<file path="config.mk">
export PLATFORM = sky130hd
export DESIGN_NAME = toast_id_issue_stage
export DESIGN_NICKNAME = d
export VERILOG_FILES = /design/src/rtl/toast_id_issue_stage.sv
export SDC_FILE = /design/constraint.sdc
export NUM_CORES = 1
export LEC_CHECK = 0
export BUFFER_PORTS_ARGS = -buffer_cell sky130_fd_sc_hd__buf_2
export CORE_UTILIZATION = 35
export CTS_BUF_LIST = sky130_fd_sc_hd__clkbuf_16
export CTS_CLUSTER_DIAMETER = 40
export DETAILED_ROUTE_END_ITERATION = 10
export GPL_TIMING_DRIVEN = 0
export SYNTH_ARGS = -nofsm -noshare
export SYNTH_HDL_FRONTEND = slang
export SYNTH_SLANG_ARGS = --single-unit
export TNS_END_PERCENT = 50
</file>
<file path="constraint.sdc">
create_clock -name clk_i -period 5.95 [get_ports clk_i]
set_input_delay 1.19 -clock clk_i [delete_from_list [all_inputs] [get_ports clk_i]]
set_output_delay 1.19 -clock clk_i [all_outputs]
set_load 0.01 [all_outputs]
</file>
<file path="src/rtl/toast_id_issue_stage.sv">
// Toast core ID/EX issue stage: valid/ready pipeline register with
// writeback bypass at capture, writeback snooping while held, and
// load-use hazard detection that back-pressures decode.

// Priority writeback match for one register address.
// Port 0 carries the youngest result, so it wins over higher-numbered ports.
module toast_id_issue_bypass #(
    parameter int XLEN   = 32,
    parameter int ADDR_W = 5,
    parameter int NUM_WB = 2
) (
    input  logic [ADDR_W-1:0]        rs_addr,
    input  logic [NUM_WB-1:0]        wb_wr_en,
    input  logic [NUM_WB*ADDR_W-1:0] wb_rd_addr,
    input  logic [NUM_WB*XLEN-1:0]   wb_data,
    output logic                     hit,
    output logic [XLEN-1:0]          hit_data
);

    // Scan from lowest priority upward so the lowest matching index is left last.
    always_comb begin
        hit      = 1'b0;
        hit_data = '0;
        for (int k = NUM_WB - 1; k >= 0; k--) begin
            if (wb_wr_en[k] && (wb_rd_addr[k*ADDR_W +: ADDR_W] == rs_addr)) begin
                hit      = 1'b1;
                hit_data = wb_data[k*XLEN +: XLEN];
            end
        end
    end

endmodule

module toast_id_issue_stage #(
    parameter int XLEN   = 32,
    parameter int ADDR_W = 5,
    parameter int CTRL_W = 24,
    parameter int NUM_WB = 2
) (
    input  logic                     clk_i,
    input  logic                     reset_i,
    input  logic                     flush_i,
    input  logic                     in_valid_i,
    output logic                     in_ready_o,
    input  logic [XLEN-1:0]          in_pc_i,
    input  logic [CTRL_W-1:0]        in_ctrl_i,
    input  logic [ADDR_W-1:0]        in_rd_addr_i,
    input  logic [ADDR_W-1:0]        in_rs1_addr_i,
    input  logic [ADDR_W-1:0]        in_rs2_addr_i,
    input  logic                     in_rs1_used_i,
    input  logic                     in_rs2_used_i,
    input  logic                     in_is_load_i,
    input  logic [XLEN-1:0]          in_rs1_data_i,
    input  logic [XLEN-1:0]          in_rs2_data_i,
    input  logic [NUM_WB-1:0]        wb_wr_en_i,
    input  logic [NUM_WB*ADDR_W-1:0] wb_rd_addr_i,
    input  logic [NUM_WB*XLEN-1:0]   wb_data_i,
    output logic                     out_valid_o,
    input  logic                     out_ready_i,
    output logic [XLEN-1:0]          out_pc_o,
    output logic [CTRL_W-1:0]        out_ctrl_o,
    output logic [ADDR_W-1:0]        out_rd_addr_o,
    output logic [ADDR_W-1:0]        out_rs1_addr_o,
    output logic [ADDR_W-1:0]        out_rs2_addr_o,
    output logic                     out_is_load_o,
    output logic [XLEN-1:0]          out_rs1_data_o,
    output logic [XLEN-1:0]          out_rs2_data_o,
    output logic                     hazard_o
);

    localparam int NUM_OPS = 2;

    // Operands handled as a packed pair: index 0 = rs1, index 1 = rs2.
    logic [NUM_OPS-1:0][ADDR_W-1:0] in_rs_addr;
    logic [NUM_OPS-1:0][XLEN-1:0]   in_rs_data;
    logic [NUM_OPS-1:0]             in_rs_used;
    logic [NUM_OPS-1:0][ADDR_W-1:0] rs_addr_q;
    logic [NUM_OPS-1:0][XLEN-1:0]   rs_data_q;

    logic [NUM_OPS-1:0]             cap_hit;
    logic [NUM_OPS-1:0][XLEN-1:0]   cap_hit_data;
    logic [NUM_OPS-1:0][XLEN-1:0]   cap_data;
    logic [NUM_OPS-1:0]             snoop_hit;
    logic [NUM_OPS-1:0][XLEN-1:0]   snoop_data;
    logic [NUM_OPS-1:0]             dep_on_load;

    logic fire_in;
    logic hold;

    assign in_rs_addr[0] = in_rs1_addr_i;
    assign in_rs_addr[1] = in_rs2_addr_i;
    assign in_rs_data[0] = in_rs1_data_i;
    assign in_rs_data[1] = in_rs2_data_i;
    assign in_rs_used[0] = in_rs1_used_i;
    assign in_rs_used[1] = in_rs2_used_i;

    assign out_rs1_addr_o = rs_addr_q[0];
    assign out_rs2_addr_o = rs_addr_q[1];
    assign out_rs1_data_o = rs_data_q[0];
    assign out_rs2_data_o = rs_data_q[1];

    for (genvar op = 0; op < NUM_OPS; op++) begin : g_op
        // Bypass for the operand arriving from decode.
        toast_id_issue_bypass #(
            .XLEN   (XLEN),
            .ADDR_W (ADDR_W),
            .NUM_WB (NUM_WB)
        ) u_cap (
            .rs_addr    (in_rs_addr[op]),
            .wb_wr_en   (wb_wr_en_i),
            .wb_rd_addr (wb_rd_addr_i),
            .wb_data    (wb_data_i),
            .hit        (cap_hit[op]),
            .hit_data   (cap_hit_data[op])
        );

        // Snoop for the operand already held in the stage.
        toast_id_issue_bypass #(
            .XLEN   (XLEN),
            .ADDR_W (ADDR_W),
            .NUM_WB (NUM_WB)
        ) u_snoop (
            .rs_addr    (rs_addr_q[op]),
            .wb_wr_en   (wb_wr_en_i),
            .wb_rd_addr (wb_rd_addr_i),
            .wb_data    (wb_data_i),
            .hit        (snoop_hit[op]),
            .hit_data   (snoop_data[op])
        );

        // x0 is hardwired to zero regardless of what writeback claims.
        assign cap_data[op] = (in_rs_addr[op] == '0) ? '0 :
                              cap_hit[op]            ? cap_hit_data[op] :
                                                       in_rs_data[op];

        assign dep_on_load[op] = in_rs_used[op] && (in_rs_addr[op] == out_rd_addr_o);
    end

    assign hazard_o   = in_valid_i && out_valid_o && out_is_load_o &&
                        (out_rd_addr_o != '0) && (|dep_on_load);
    assign in_ready_o = (!out_valid_o || out_ready_i) && !hazard_o && !flush_i;
    assign fire_in    = in_valid_i && in_ready_o;
    assign hold       = out_valid_o && !out_ready_i;

    // Pipeline register: flush kills, fire captures, drain bubbles, hold snoops.
    always_ff @(posedge clk_i or posedge reset_i) begin
        if (reset_i) begin
            out_valid_o   <= 1'b0;
            out_pc_o      <= '0;
            out_ctrl_o    <= '0;
            out_rd_addr_o <= '0;
            out_is_load_o <= 1'b0;
            rs_addr_q     <= '0;
            rs_data_q     <= '0;
        end else if (flush_i) begin
            out_valid_o   <= 1'b0;
            out_ctrl_o    <= '0;
            out_is_load_o <= 1'b0;
        end else if (fire_in) begin
            out_valid_o   <= 1'b1;
            out_pc_o      <= in_pc_i;
            out_ctrl_o    <= in_ctrl_i;
            out_rd_addr_o <= in_rd_addr_i;
            out_is_load_o <= in_is_load_i;
            rs_addr_q     <= in_rs_addr;
            rs_data_q     <= cap_data;
        end else if (out_valid_o && out_ready_i) begin
            out_valid_o   <= 1'b0;
            out_ctrl_o    <= '0;
            out_is_load_o <= 1'b0;
        end else if (hold) begin
            for (int op = 0; op < NUM_OPS; op++) begin
                if (snoop_hit[op] && (rs_addr_q[op] != '0)) begin
                    rs_data_q[op] <= snoop_data[op];
                end
            end
        end
    end

endmodule

</file>
==> results of run 1 <==
==> metrics by stage <==
step	instances	hold WS, ps	instance area (um^2)	total power (W)
2_1_floorplan	948	549	9080	0.00164
3_3_place_gp	1631	485	11300	0.00199
3_5_place_dp	1632	491	11300	0.00200
4_1_cts	1664	506	11900	0.00311
5_1_grt	1665	512	11900	0.00323
6_report	1666	501	11900	0.00308
==> worst max-delay path, stage by stage <==
cell,delay [ps]
buf_2,150
xor2_1,150
nor4_1,320
a32oi_1,170
nor2_1,310
nor3_1,90
buf_2,150
==> final cells by class <==
type	instances	area, um^2
Fill cell	2526	13500
Multi-Input combinational cell	678	4950
Sequential cell	137	3430
Timing Repair Buffer	354	1790
Buffer	98	569
Clock buffer	17	425
Tap cell	330	413
Clock inverter	15	154
Inverter	35	136
Antenna cell	2	5.00
==> cells in the final DEF (no fill, tap or decap), drive strengths merged, types with 44 or more instances in the layout <==
| cell type | count |
|---|---|
| buf | 402 |
| o211ai | 60 |
| inv | 44 |
| a31o | 60 |
| mux2 | 47 |
| a2bb2oi | 60 |
| nand2 | 184 |
| clkbuf | 67 |
| o2111ai | 61 |
| dfrtp | 137 |
| o21ai | 88 |
==> power by group through the flow <==
stage / logic, W / registers (W) / clock network [W]
2_1_floorplan: 0.000406 / 0.00123 / 0
3_3_place_gp: 0.000807 / 0.00118 / 0
3_5_place_dp: 0.000817 / 0.00119 / 0
4_1_cts: 0.000820 / 0.00117 / 0.00112
5_1_grt: 0.000884 / 0.00119 / 0.00116
6_report: 0.000815 / 0.00117 / 0.00109
==> kinds of logic (layout without fill, tap and decap cells) <==
logic type	Yosys count	count (layout)	synth area share (%)
AOI/OAI and AO/OA	347	347	33.0
and+or+nand+nor	234	234	10.8
DFF	137	137	37.8
buffers and inverters	133	519	7.72
xor gates and xnor gates	50	50	4.82
muxes	47	47	5.83
other	0	2	0
==> Yosys cell counts (2+ instances only) <==
library cell	number
a31oi_1	4
nor2_1	10
or2_2	2
clkbuf_1	50
a2bb2oi_2	60
buf_4	7
o2111ai_1	60
buf_2	20
a21oi_2	2
a211oi_1	4
xnor2_1	26
nor4_1	9
o211ai_1	60
buf_6	20
nand4_1	4
o22a_1	4
dfrtp_1	137
a21oi_1	2
a31o_2	60
nand3_1	3
nand2_1	184
and3_1	2
xor2_1	24
or4_1	3
or2_1	4
mux2_2	47
inv_1	35
nor3_1	7
o21ai_0	87
==> registers in the layout, indices dropped and copies added, names as in the netlist <==
signal and flops:
out_ctrl_o 24, out_rs1_addr_o 5, out_rs2_data_o 32, out_valid_o 1, out_is_load_o 1, out_pc_o 32, out_rs2_addr_o 5, out_rs1_data_o 32
out_rd_addr_o 5
==> metal layers <==
metal / global-route usage (%) / wire, um / vias up / part of all wire (%)
met4: 7.77 / 682 / 2 / 1.8
li1: - / - / 4265 / -
met2: 47.6 / 17900 / 509 / 48
met3: 6.35 / 3410 / 46 / 9.2
met1: 35.0 / 14900 / 4513 / 40
met5: 0 / 13 / - / 0.035
==> worst paths after layout <==
check	startpoint	to
max	in_rs2_addr_i[4]	in_ready_o
min	out_pc_o[22]	out_pc_o[22]
max reg2reg	out_rs2_addr_o[2]	out_rs2_data_o[26]
min reg2reg	out_pc_o[22]	out_pc_o[22]
max in group asynchronous	reset_i	out_rs2_data_o[1]
min in group asynchronous	reset_i	out_pc_o[9]
==> reports/metrics.cfg, run 1 <==
[setup_path]
cp.required_ps = 4760
crit_path_end_kind = output pin
r2r_setup_slack_ps = 2890
reg2reg_depth = 7
crit_fanout = 5
startpoint_type = input port
critPathArrivalTime_ps = 2540
path_class = in2out

[layout]
area_growth_pct = 30.8
layout-drive-gt1-share_pct = 45.7
finish.net_count = 1540
post-route-util_pct = 46.9

[placement]
dp_slack_ps = 2070
portBuffers = 353
place_congestion = 0.879
dp_hpwl_mm = 27.9

[floorplan]
io_pins = 358
die_x_um = 163
rows = 58
dieArea_um2 = 26600
coreArea_um2 = 25300
start_util_pct = 35.8
die_y_um = 163

[detailed_routing]
totalWireLength_mm = 36.9
viasPerCell = 5.60
ant_nets = 0
vias = 9335
routedWlPerCell_um = 22.2
first_pass_iters = 5
drt-initial-drc-count = 736
drc = 0

[clock_network]
clock_latency_ps = 430
cts_setup_buffers = 0
cts-htree-levels = 4
cts_max_path_buffers = 2
cts_made_buffers = 17
cts_resized = 0
clock-root-buffer = clkbuf_16
cts_sinks = 137
cts_tree = yes
clkTransAtPathRegs_ps = 70
hold_buffers = 0

[synth]
yosysSeqAreaShare_pct = 37.8
synth_edf_count = 0
yosys.area.top_type = dfrtp_1
ys.flop_type = dfrtp_1
async_flop_share_pct = 100
postSynthAreaPerCell_um2 = 9.57
synth_top_area_share_pct = 37.8
syn_inst = 948
synth_cell_types = 40
syn_nets = 1167
yosys_register_bits = 137
ys_top_cells_by_area = dfrtp_1, a2bb2oi_2, nand2_1, mux2_2, a31o_2
syn_area_um2 = 9080
synth_warnings = 0

[global_route]
grt_use_total_pct = 27.9
antenna_found_initial = 3
grt_first_pass_wirelength_mm = 55.3
grt_max_degree = 71
grt_pass1_vias = 9268
grt_overflow = 0

[outcome]
outcome = finished, final reports clean

[worst_hold_path]
min_delay_path_depth = 1
min_path_type = reg2reg

[pwr]
p_leak_nw = 5.36
power_per_cell_area_nw_per_um2 = 259
clockPowerShare_pct = 35.5
switching_share_pct = 33.4
ir_worst_vdd_v = 0.000158
pwr-share-seq_pct = 38.0
power.internal_w = 0.00205
power.switching_w = 0.00103
power_frac_comb_pct = 26.5

[sta]
relSlewSlack_pct = 51.4
clock_skew_ps = 12.2
setup_viol = 0
period_share_pct = 62.7
timing.final.ws_setup_ps = 2220
finalCriticalPeriod_ps = 3730
worst_pin_slew_ps = 729
slew_violations = 0
hold_viol = 0
rsz0062_at_grt = false
setup_tns_ps = 0
fmax_mhz = 268

[run]
cap_violations = 0

Note: power is estimated with default switching activity, not from simulation.
==> run 2, diff against run 1 <==
==> constraint.sdc (replaced) <==
create_clock -name clk_i -period 3.06 [get_ports clk_i]
set_input_delay 0.612 -clock clk_i [delete_from_list [all_inputs] [get_ports clk_i]]
set_output_delay 0.612 -clock clk_i [all_outputs]
set_load 0.01 [all_outputs]
==> run 2 against run 1 <==
  * Non-clock buffer count is 2 higher
  * Die area stayed put
  * Via count rose by 1.0%
  * Wire length shrank 0.30%
  * Combinational power grew 96%
  * Clock power is 87% higher
  * First-iteration DRC count rose by 1.6%
  * Power rose by 92%
  * Utilization rose by 0.054 points
  * Worst setup slack lost 2000 ps
  * Clock skew down 2.3 ps
  * Critical endpoint unchanged
  * Highest routed layer unchanged
==> reports/metrics.cfg, run 2 (synthesis results as in run 1) <==
[sta]
relSlewSlack_pct = 43.2  ; was 51.4%
setup_tns_ps = 0  ; unchanged
clock_skew_ps = 9.87  ; was 12.2 ps
hold_viol = 0  ; unchanged
finalCriticalPeriod_ps = 2820
setup_viol = 0  ; unchanged
period_share_pct = 92.2
slew_violations = 0  ; unchanged
worst_pin_slew_ps = 850  ; was 729 ps
timing.final.ws_setup_ps = 237  ; was 2220 ps
fmax_mhz = 354
rsz0062_at_grt = false  ; unchanged

[global_route]
grt_max_degree = 39  ; was 71
grt_pass1_vias = 9467  ; was 9268
grt_first_pass_wirelength_mm = 55.0  ; was 55.3 mm
grt_use_total_pct = 27.6  ; was 27.9%
grt_overflow = 0  ; unchanged
antenna_found_initial = 3  ; unchanged

[placement]
place_congestion = 0.876  ; was 0.879
dp_slack_ps = -273  ; was 2070 ps
portBuffers = 353  ; unchanged
placedCellCount = 1634  ; was 1632
dp_hpwl_mm = 27.7  ; was 27.9 mm
placed_area_um2 = 11300  ; about the same

[setup_path]
crit_buf_inv = 1  ; was 2
cp_slowest_cell = or4_1  ; was nor4_1
critPathMaxStageDelay_ps = 590  ; was 320 ps
startpoint_type = flip-flop  ; was input port
path_class = reg2out  ; was in2out
reg2reg_depth = 7  ; unchanged
cp-startpoint = out_rd_addr_o[0]  ; was in_rs2_addr_i[4]
crit_chain = or4_1 -> o2111ai_2 -> nor2_1 -> nor3_1 -> buf_2  ; was buf_2 -> xor2_1 -> nor4_1 -> a32oi_1 -> nor2_1 -> nor3_1 -> buf_2
crit_fanout = 5  ; unchanged
cp.depth = 5  ; was 7
r2r-start = out_rs2_addr_o[2]  ; unchanged
crit_path_end_kind = output pin  ; unchanged
path_delay_family = simple AND/OR/NAND/NOR gates  ; unchanged
critPathArrivalTime_ps = 2210  ; was 2540 ps
cp.required_ps = 2450  ; was 4760 ps

[floorplan]
start_util_pct = 35.8  ; unchanged
die_x_um = 163  ; unchanged
die_y_um = 163  ; unchanged
rows = 58  ; unchanged
io_pins = 358  ; unchanged
coreArea_um2 = 25300  ; unchanged
dieArea_um2 = 26600  ; unchanged

[pwr]
ir_worst_vdd_v = 0.000278  ; was 0.000158 V
p_leak_nw = 5.36  ; about the same
power.internal_w = 0.00391  ; was 0.00205 W
pwr-share-seq_pct = 38.5  ; was 38.0%
power.switching_w = 0.00200  ; was 0.00103 W
power_per_cell_area_nw_per_um2 = 497  ; was 259 nW/um^2
clockPowerShare_pct = 34.5  ; was 35.5%
power_frac_comb_pct = 27.0  ; was 26.5%
switching_share_pct = 33.9  ; was 33.4%

[detailed_routing]
first_pass_iters = 5  ; unchanged
vias = 9433  ; was 9335
routedWlPerCell_um = 22.1  ; was 22.2 um
totalWireLength_mm = 36.8  ; was 36.9 mm
ant_nets = 0  ; unchanged
viasPerCell = 5.66  ; was 5.60
drc = 0  ; unchanged
drt-initial-drc-count = 748  ; was 736

[clock_network]
clock_latency_ps = 430  ; about the same
cts-htree-levels = 4  ; unchanged
cts_tree = yes  ; unchanged
clock-root-buffer = clkbuf_16  ; unchanged
cts_sinks = 137  ; unchanged
cts_made_buffers = 17  ; unchanged
cts_setup_buffers = 0  ; unchanged
clkTransAtPathRegs_ps = 70  ; about the same
cts_max_path_buffers = 2  ; unchanged

[layout]
finish.net_count = 1542  ; was 1540
multi_input_area_um2 = 4950  ; about the same
instances_no_fill = 1667  ; was 1666
regArea_um2 = 3430  ; unchanged
final_common_cell = buf_2  ; unchanged
fin_area_um2 = 11900  ; about the same
layout-drive-gt1-share_pct = 45.8  ; was 45.7%
n_fill_cell = 2527  ; was 2526
area_growth_pct = 31.0  ; was 30.8%
final_cell_mix = buf_2, nand2_1, dfrtp_1, o21ai_0  ; unchanged

[run]
cap_violations = 0  ; unchanged

[worst_hold_path]
min_path_type = in2async  ; was reg2reg

[outcome]
outcome = finished, final reports clean  ; unchanged

run 2: cell count changes in the layout (fill, tap and decap cells not counted), sizes merged:
cell and delta:
buf +2, clkinvlp +3, diode -1, clkinv -2
bufinv -1
run 2: cell type report:
class	count	area share (%)
multi-input cells	678	41.7
flip-flops and latches	137	28.8
repair buffers	356	15.4
plain buffers	98	4.80
clock buffers	17	3.58
well taps	330	3.47
inverters	35	1.14
clock inverters	15	1.09
diodes	1	0.0211
run 2: per-stage QoR:
step	hold slack [ps]	total power (W)	utilization, %
6_report	341	0.00591	46.9
5_1_grt	381	0.00617	46.9
4_1_cts	356	0.00596	46.9
3_5_place_dp	490	0.00390	44.7
3_3_place_gp	484	0.00388	44.5
2_1_floorplan	549	0.00318	-
run 2: path summary, 6_finish.rpt:
path | to | slack, ps
setup / recovery | in_ready_o | 240
hold / removal | out_pc_o[22] | 340
setup reg to reg | out_rs2_data_o[16] | 260
hold reg to reg | out_pc_o[12] | 500
max in group asynchronous | out_rs2_data_o[26] | 1810
min in group clk_i | out_ctrl_o[5] | 380
run 2: routing by layer:
layer | GRT usage (%) | wire length (um)
met5 | 0 | 13
met4 | 11.0 | 1120
met3 | 6.50 | 3100
met2 | 46.5 | 17700
met1 | 33.8 | 14900
run 2: timing repair:
action,in CTS,in global routing
gates resized for setup,0,3
hold buffers,0,0
setup endpoints to repair,0,18
run 2: power by group through the flow:
| stage | combinational, W | sequential, W | clock (W) |
|---|---|---|---|
| 5_1_grt | 0.00172 | 0.00231 | 0.00214 |
| 2_1_floorplan | 0.000790 | 0.00239 | 0 |
| 6_report | 0.00160 | 0.00228 | 0.00204 |
| 3_5_place_dp | 0.00160 | 0.00231 | 0 |
| 4_1_cts | 0.00160 | 0.00228 | 0.00208 |
| 3_3_place_gp | 0.00158 | 0.00230 | 0 |
